$ cat config.mk
export PLATFORM = sky130hd
export DESIGN_NAME = systolic_array_os
export DESIGN_NICKNAME = d
export VERILOG_FILES = /design/src/rtl/systolic_array_os.sv
export SDC_FILE = /design/constraint.sdc
export NUM_CORES = 2
export LEC_CHECK = 0
export CAP_MARGIN = 25
export CORE_MARGIN = 4
export CORE_UTILIZATION = 45
export CTS_BUF_LIST = sky130_fd_sc_hd__clkbuf_4 sky130_fd_sc_hd__clkbuf_8
export DETAILED_ROUTE_END_ITERATION = 12
export DONT_BUFFER_PORTS = 1
export MAX_ROUTING_LAYER = met4
export SETUP_SLACK_MARGIN = 0.5
export SLEW_MARGIN = 5
export SYNTH_ARGS = -nofsm -noshare
export SYNTH_HDL_FRONTEND = slang
export SYNTH_SLANG_ARGS = --single-unit
$ cat constraint.sdc
create_clock -name clk -period 21.5 [get_ports clk]
set_clock_uncertainty 0.1 [all_clocks]
set_input_delay 2.15 -clock clk [delete_from_list [all_inputs] [get_ports clk]]
set_output_delay 2.15 -clock clk [all_outputs]
set_load 0.01 [all_outputs]
$ cat src/rtl/systolic_array_os.sv
// Output-stationary systolic array of num_row x num_col MAC PEs computing C = A x B.
// Unskewed A columns enter from the left and B rows from the top; the skew is applied internally.
module systolic_array_os #(
  parameter int in_word_size  = 8,
  parameter int out_word_size = 24,
  parameter int num_row       = 3,
  parameter int num_col       = 3,
  parameter int done          = 11
) (
  input  logic                                       clk,
  input  logic                                       reset,
  input  logic [in_word_size*num_row-1:0]            left_inputs,
  input  logic [in_word_size*num_col-1:0]            top_inputs,
  output logic                                       compute_done,
  output logic [out_word_size-1:0]                   cycles_count,
  output logic [0:out_word_size*num_row*num_col-1]   pe_register_vals
);
  localparam int iw = in_word_size;
  localparam int ow = out_word_size;
  localparam logic [ow-1:0] done_count = ow'(done);

  // a_vec[r] holds the a operand of every PE in row r, column c at bits [c*iw +: iw].
  logic [num_col*iw-1:0] a_vec [num_row];
  // b_vec[c] holds the b operand of every PE in column c, row r at bits [r*iw +: iw].
  logic [num_row*iw-1:0] b_vec [num_col];

  for (genvar r = 0; r < num_row; r++) begin : g_row
    logic [iw-1:0] a_edge;

    if (r == 0) begin : g_noskew
      assign a_edge = left_inputs[iw-1:0];
    end else begin : g_skew
      localparam int sw = r * iw;
      logic [sw-1:0] skew;
      always_ff @(posedge clk or posedge reset) begin
        if (reset) skew <= '0;
        else       skew <= sw'({skew, left_inputs[r*iw +: iw]});
      end
      assign a_edge = skew[sw-1 -: iw];
    end

    // The last column's operand is consumed but never forwarded.
    if (num_col > 1) begin : g_pipe
      logic [(num_col-1)*iw-1:0] a_pipe;
      always_ff @(posedge clk or posedge reset) begin
        if (reset) a_pipe <= '0;
        else       a_pipe <= a_vec[r][(num_col-1)*iw-1:0];
      end
      assign a_vec[r] = {a_pipe, a_edge};
    end else begin : g_nopipe
      assign a_vec[r] = a_edge;
    end
  end

  for (genvar c = 0; c < num_col; c++) begin : g_col
    logic [iw-1:0] b_edge;

    if (c == 0) begin : g_noskew
      assign b_edge = top_inputs[iw-1:0];
    end else begin : g_skew
      localparam int sw = c * iw;
      logic [sw-1:0] skew;
      always_ff @(posedge clk or posedge reset) begin
        if (reset) skew <= '0;
        else       skew <= sw'({skew, top_inputs[c*iw +: iw]});
      end
      assign b_edge = skew[sw-1 -: iw];
    end

    if (num_row > 1) begin : g_pipe
      logic [(num_row-1)*iw-1:0] b_pipe;
      always_ff @(posedge clk or posedge reset) begin
        if (reset) b_pipe <= '0;
        else       b_pipe <= b_vec[c][(num_row-1)*iw-1:0];
      end
      assign b_vec[c] = {b_pipe, b_edge};
    end else begin : g_nopipe
      assign b_vec[c] = b_edge;
    end
  end

  for (genvar r = 0; r < num_row; r++) begin : g_pe_row
    for (genvar c = 0; c < num_col; c++) begin : g_pe_col
      localparam int idx = r * num_col + c;
      logic [iw-1:0]   a_in;
      logic [iw-1:0]   b_in;
      logic [2*iw-1:0] product;
      logic [ow-1:0]   acc;

      assign a_in    = a_vec[r][c*iw +: iw];
      assign b_in    = b_vec[c][r*iw +: iw];
      assign product = (2*iw)'(a_in) * (2*iw)'(b_in);

      // Accumulator wraps modulo 2^ow; only reset clears it.
      always_ff @(posedge clk or posedge reset) begin
        if (reset) acc <= '0;
        else       acc <= acc + ow'(product);
      end

      assign pe_register_vals[idx*ow +: ow] = acc;
    end
  end

  logic [ow-1:0] count_next;

  assign count_next = (cycles_count != done_count) ? cycles_count + ow'(1) : cycles_count;

  // compute_done is registered alongside the count so it is low throughout reset.
  always_ff @(posedge clk or posedge reset) begin
    if (reset) begin
      cycles_count <= '0;
      compute_done <= 1'b0;
    end else begin
      cycles_count <= count_next;
      compute_done <= (count_next == done_count);
    end
  end
endmodule

======== Yosys cells after proc, flatten, opt, wreduce, memory -nomap -nowiden ========
Index checks and enable logic that the tools add are counted.
storage, ports and cells
  word-level logic and storage cells ...... 43
  output and inout port bits .............. 241
  latch bits .............................. 0
  memory bits (writable) .................. 0
  memories kept ........................... 0
  input port bits ......................... 50
  bits in registers ....................... 385
  bits in read-only memories .............. 0
cells by class
  bitwise gates (word level) .............. 0
  divide/modulo/power cells ............... 0
  multipliers ............................. 9
  order comparisons ....................... 0
  mux-type cells .......................... 1
  shifts and indexed selects .............. 0
  eq/ne operators ......................... 2
  add/sub/neg operators ................... 10
  reduce and logical (&&, ||, !) cells .... 0
operators by type and width
  operator                 number
  $add A24 B16 Y24         9
  $mul A8 B8 Y16           9
  $add A24 B1 Y24 const B  1
  $eq A24 B4 Y1 const B    1
  $mux W24                 1
  $ne A24 B4 Y1 const B    1

======== Logic depth before layout (Yosys ltp) ========
  word-level depth ........................ 3
  gate-level depth with buffers ........... 19
  gate-level depth less buffers ........... 18

======== Least setup slack after synthesis ========
No wires, ideal clock.
  kind .................................... input port to flip-flop
  start point ............................. input left_inputs[3]
  end point ............................... register g_pe_row[0].g_pe_col[0].acc[22]
  path slack .............................. 15,464 ps
  cell stages on the path ................. 15
  library setup time ...................... 80 ps
  arrival ................................. 5,856 ps
  path through ............................ and2_1 > fa_1 > fa_1 > fa_1 > inv_1 > fa_1 > inv_1 > ha_1 > a21oi_1 > nand2_1 > o41a_1 > o2111ai_1 > a32oi_1 > nand3_1 > xnor2_1
between the ends
  word-level cells in the longest chain between the ends .. 2
ends and longest elaborated chain
  what                    RTL line  source
  start: declaration      12        input logic [in_word_size*num_row-1:0] left_inputs,
  $mul A8 B8 Y16          92        assign product = (2*iw)'(a_in) * (2*iw)'(b_in);
  $add A24 B16 Y24        97        else acc <= acc + ow'(product);
  end signal: assignment  97
  end: declaration        88        logic [ow-1:0] acc;
No other way between the ends.

======== Worst setup path in the final report ========
  start point ............................. input top_inputs[2]
  end point ............................... register g_pe_row[0].g_pe_col[0].acc[20]
between the ends
  word-level cells in the longest chain between the ends .. 2
ends and longest elaborated chain
  what                RTL line  source
  start: declaration  13        input logic [in_word_size*num_col-1:0] top_inputs,
  $mul A8 B8 Y16      92
  $add A24 B16 Y24    97
No other way between the ends.

==> impl_metrics.py <==
metrics = {
    "global_routing": {
        "grt_usage": 0.207,
        "grt_max_degree": 121,
        "grt_pass1_vias": 25300,
        "overflow": 0,
        "grt_pass1_wl_mm": 134,
        "antenna_found_initial": 15,
    },
    "clock_tree": {
        "clkTransAtPathRegs_ps": 60,
        "h-tree-depth": 3,
        "cts_sinks": 385,
        "numCtsBuffers": 77,
        "post_cts_resized": 0,
        "hold_buffers": 0,
        "cts_root_buf": "clkbuf_8",
        "clock_latency_ps": 660,
        "post-cts-setup-buffer-count": 0,
        "cts_tree": "yes",
        "clk_path_buf_depth": 3,
    },
    "timing": {
        "period_minus_slack_ps": 5760,
        "clock.fmax_mhz": 174,
        "slew_violations": 0,
        "rsz0062_at_grt": "false",
        "setup-tns-final_ps": 0,
        "setup_violations": 0,
        "tightest_slew_ps": 868,
        "min_period_over_period": 0.268,
        "finalWorstSetupSlack_ps": 15740,
        "hold_viol": 0,
        "relSlewSlack": 0.421,
    },
    "worst_setup_path": {
        "path_buf_inv": 3,
        "r2r_cells": 15,
        "slowest_delay_ps": 550,
        "cp-start-kind": "primary input",
        "cp_slowest_cell": "fa_1",
        "worst-setup-path-type": "primary input to flip-flop",
        "required_ps": 21930,
        "cp-endpoint": "g_pe_row[0].g_pe_col[0].acc[20]$_DFF_PP0_",
        "crit_arrival_ps": 6180,
        "crit_chain": "nand2_1 -> fa_1 -> fa_1 -> inv_1 -> fa_1 -> inv_1 -> fa_1 -> inv_1 -> ha_1 -> nand3_1 -> a21oi_1 -> o41a_1 -> o2111ai_1 -> a32oi_1 -> nand3_1 -> xnor2_1",
        "path_depth": 16,
        "end_kind": "flip-flop",
        "cp_common_cell": "fa_1",
        "r2r-end": "g_pe_row[1].g_pe_col[0].acc[23]$_DFF_PP0_",
        "critPathLaunch": "top_inputs[2]",
        "cpLargestDelayFamily": "adder cells",
        "r2r_slack_ps": 16230,
        "crit_fanout": 9,
        "rr_startpoint": "g_col[0].g_pipe.b_pipe[0]$_DFF_PP0_",
    },
    "yosys": {
        "synthArstFlopShare": 1.00,
        "synth_cells": 3637,
        "ys_dominant_reg_cell": "dfrtp_1",
        "synth_enable_flop_cells": 0,
        "syn_nets": 4507,
        "synth_warnings": 0,
        "synth_cell_types": 80,
        "avgSynthCellArea_um2": 9.81,
        "syn_area_mm2": 0.0357,
        "synth-seq-cells": 385,
        "synth-seq-area-share": 0.270,
    },
    "route": {
        "drtAntennaViolNets": 0,
        "drc": 0,
        "avgRoutedWirePerCell_um": 17.0,
        "drt_iter0_markers": 1013,
        "wirelength_mm": 81.8,
        "vias": 23900,
        "first_pass_iters": 7,
        "vias_per_cell": 4.96,
    },
    "placed_design": {
        "placed_cells": 4665,
        "io_buffer_count": 0,
        "place_congestion": 0.855,
        "dp_slack_ps": 15040,
        "dp_hpwl_mm": 65.4,
    },
    "layout": {
        "drive_above_1_share": 0.0427,
        "fin_cells": 4812,
        "layout.cells.most_common_list": "inv_1, fa_1, dfrtp_1",
        "synthToLayoutAreaGrowth_pct": 8.16,
        "layout_commonest_cell": "inv_1",
        "layout.nets": 4564,
    },
    "die": {
        "core_area_mm2": 0.0787,
        "core.rowCount": 103,
        "start_util": 0.453,
        "die_area_mm2": 0.0839,
        "die_x_um": 290,
        "die_h_um": 290,
        "io_pins": 291,
    },
    "job": {
        "drv_cap": 0,
    },
    "status": {
        "status": "completed",
    },
    "min_path": {
        "hp-start": "g_col[2].g_skew.skew[0]$_DFF_PP0_",
        "hold_path_class": "flip-flop to flip-flop",
        "holdPathStages": 0,
    },
}
[through the flow]
| step | hold WS (ps) | util | area [um^2] |
|---|---|---|---|
| after detailed placement | 235 | 0.469 | 36900 |
| final | 243 | 0.490 | 38600 |
| after CTS | 245 | 0.490 | 38600 |
| after global placement | 232 | 0.469 | 36900 |
| after global routing | 246 | 0.490 | 38600 |
| after floorplan | 231 | - | 35700 |
[worst register-to-register path: stages, from the launching register on]
cell      delay, ps
dfrtp_1         670
nand2_1         180
fa_1            530
inv_1            60
fa_1            490
inv_1            50
fa_1            520
fa_1            490
inv_1            50
ha_1            220
o31ai_1         410
a21oi_1         190
o221ai_1        350
a21oi_1         270
or4b_1          530
nand3_1          90
[metal layers]
metal | vias up | global-route usage | wire [um]
met3 | 140 | 0.0512 | 4820
li1 | 11400 | - | -
met5 | - | - | 0
met2 | 430 | 0.329 | 38600
met1 | 11900 | 0.264 | 35800
met4 | 0 | 0.0644 | 2600
[logic make-up (layout without fill, tap and decap cells)]
logic type      Yosys count  in the layout  synth area share
compound gates          369            369            0.0692
xor+xnor                153            153            0.0375
fa+ha+maj               820            820             0.382
buf+inv                 913           1026            0.0965
flops                   385            385             0.270
mux                       5              5           0.00144
other cells               0             12                 0
simple gates            992            992             0.143
[registers in the layout, summed over array words and instances, names as in the netlist]
name,count
compute_done,1
cycles_count,24
g_col.b_edge,8
g_col.g_pipe.b_pipe,48
g_col.g_skew.skew,16
g_pe_row.g_pe_col.a_in,8
g_pe_row.g_pe_col.acc,216
g_row.g_pipe.a_pipe,48
g_row.g_skew.skew,16
[Yosys cell counts, types with 5 or more instances]
library cell | number | area share
inv_1 | 885 | 0.093
fa_1 | 450 | 0.25
dfrtp_1 | 385 | 0.27
ha_1 | 370 | 0.13
nand2_1 | 337 | 0.035
and2_1 | 328 | 0.057
xnor2_1 | 111 | 0.027
nor2_1 | 99 | 0.010
a21oi_1 | 98 | 0.014
o21ai_0 | 46 | 0.0065
o21a_1 | 42 | 0.0088
xor2_1 | 42 | 0.010
nand3_1 | 40 | 0.0056
nor3_1 | 39 | 0.0055
a21o_1 | 27 | 0.0057
nor2b_1 | 27 | 0.0047
clkbuf_1 | 22 | 0.0023
and3_1 | 20 | 0.0035
o21ai_1 | 20 | 0.0028
nand2b_1 | 19 | 0.0033
nand4_1 | 17 | 0.0030
a31oi_1 | 16 | 0.0028
a211oi_1 | 15 | 0.0032
or3_1 | 15 | 0.0026
nor3b_1 | 14 | 0.0029
o21bai_1 | 12 | 0.0025
a211o_1 | 9 | 0.0022
a311o_1 | 8 | 0.0022
nor4_1 | 8 | 0.0014
o211ai_1 | 8 | 0.0017
o31a_1 | 7 | 0.0017
o31ai_1 | 6 | 0.0013
a2111oi_0 | 5 | 0.0012
a41oi_1 | 5 | 0.0012
o2111ai_1 | 5 | 0.0012
[worst min path at each step]
stage / slack [ps] / end
after floorplan: 230 / g_col[2].g_skew.skew[10]$_DFF_PP0_
after global placement: 230 / g_row[2].g_skew.skew[15]$_DFF_PP0_
after CTS: 250 / g_col[2].g_skew.skew[8]$_DFF_PP0_
after global routing: 250 / g_col[2].g_skew.skew[8]$_DFF_PP0_
after detailed placement: 230 / g_col[2].g_skew.skew[8]$_DFF_PP0_
final: 240 / g_col[2].g_skew.skew[8]$_DFF_PP0_
[area by class of cell]
type / count / area [um^2]
Inverter: 886 / 3330
Tap cell: 1050 / 1310
Clock buffer: 114 / 1460
Timing Repair Buffer: 5 / 37.5
Clock inverter: 21 / 185
Antenna cell: 12 / 30.0
Sequential cell: 385 / 9630
Fill cell: 7442 / 40100
Multi-Input combinational cell: 2339 / 22600
Power is not shown: default switching activity piles up to over one toggle a cycle in this logic, so the estimate is an artifact.
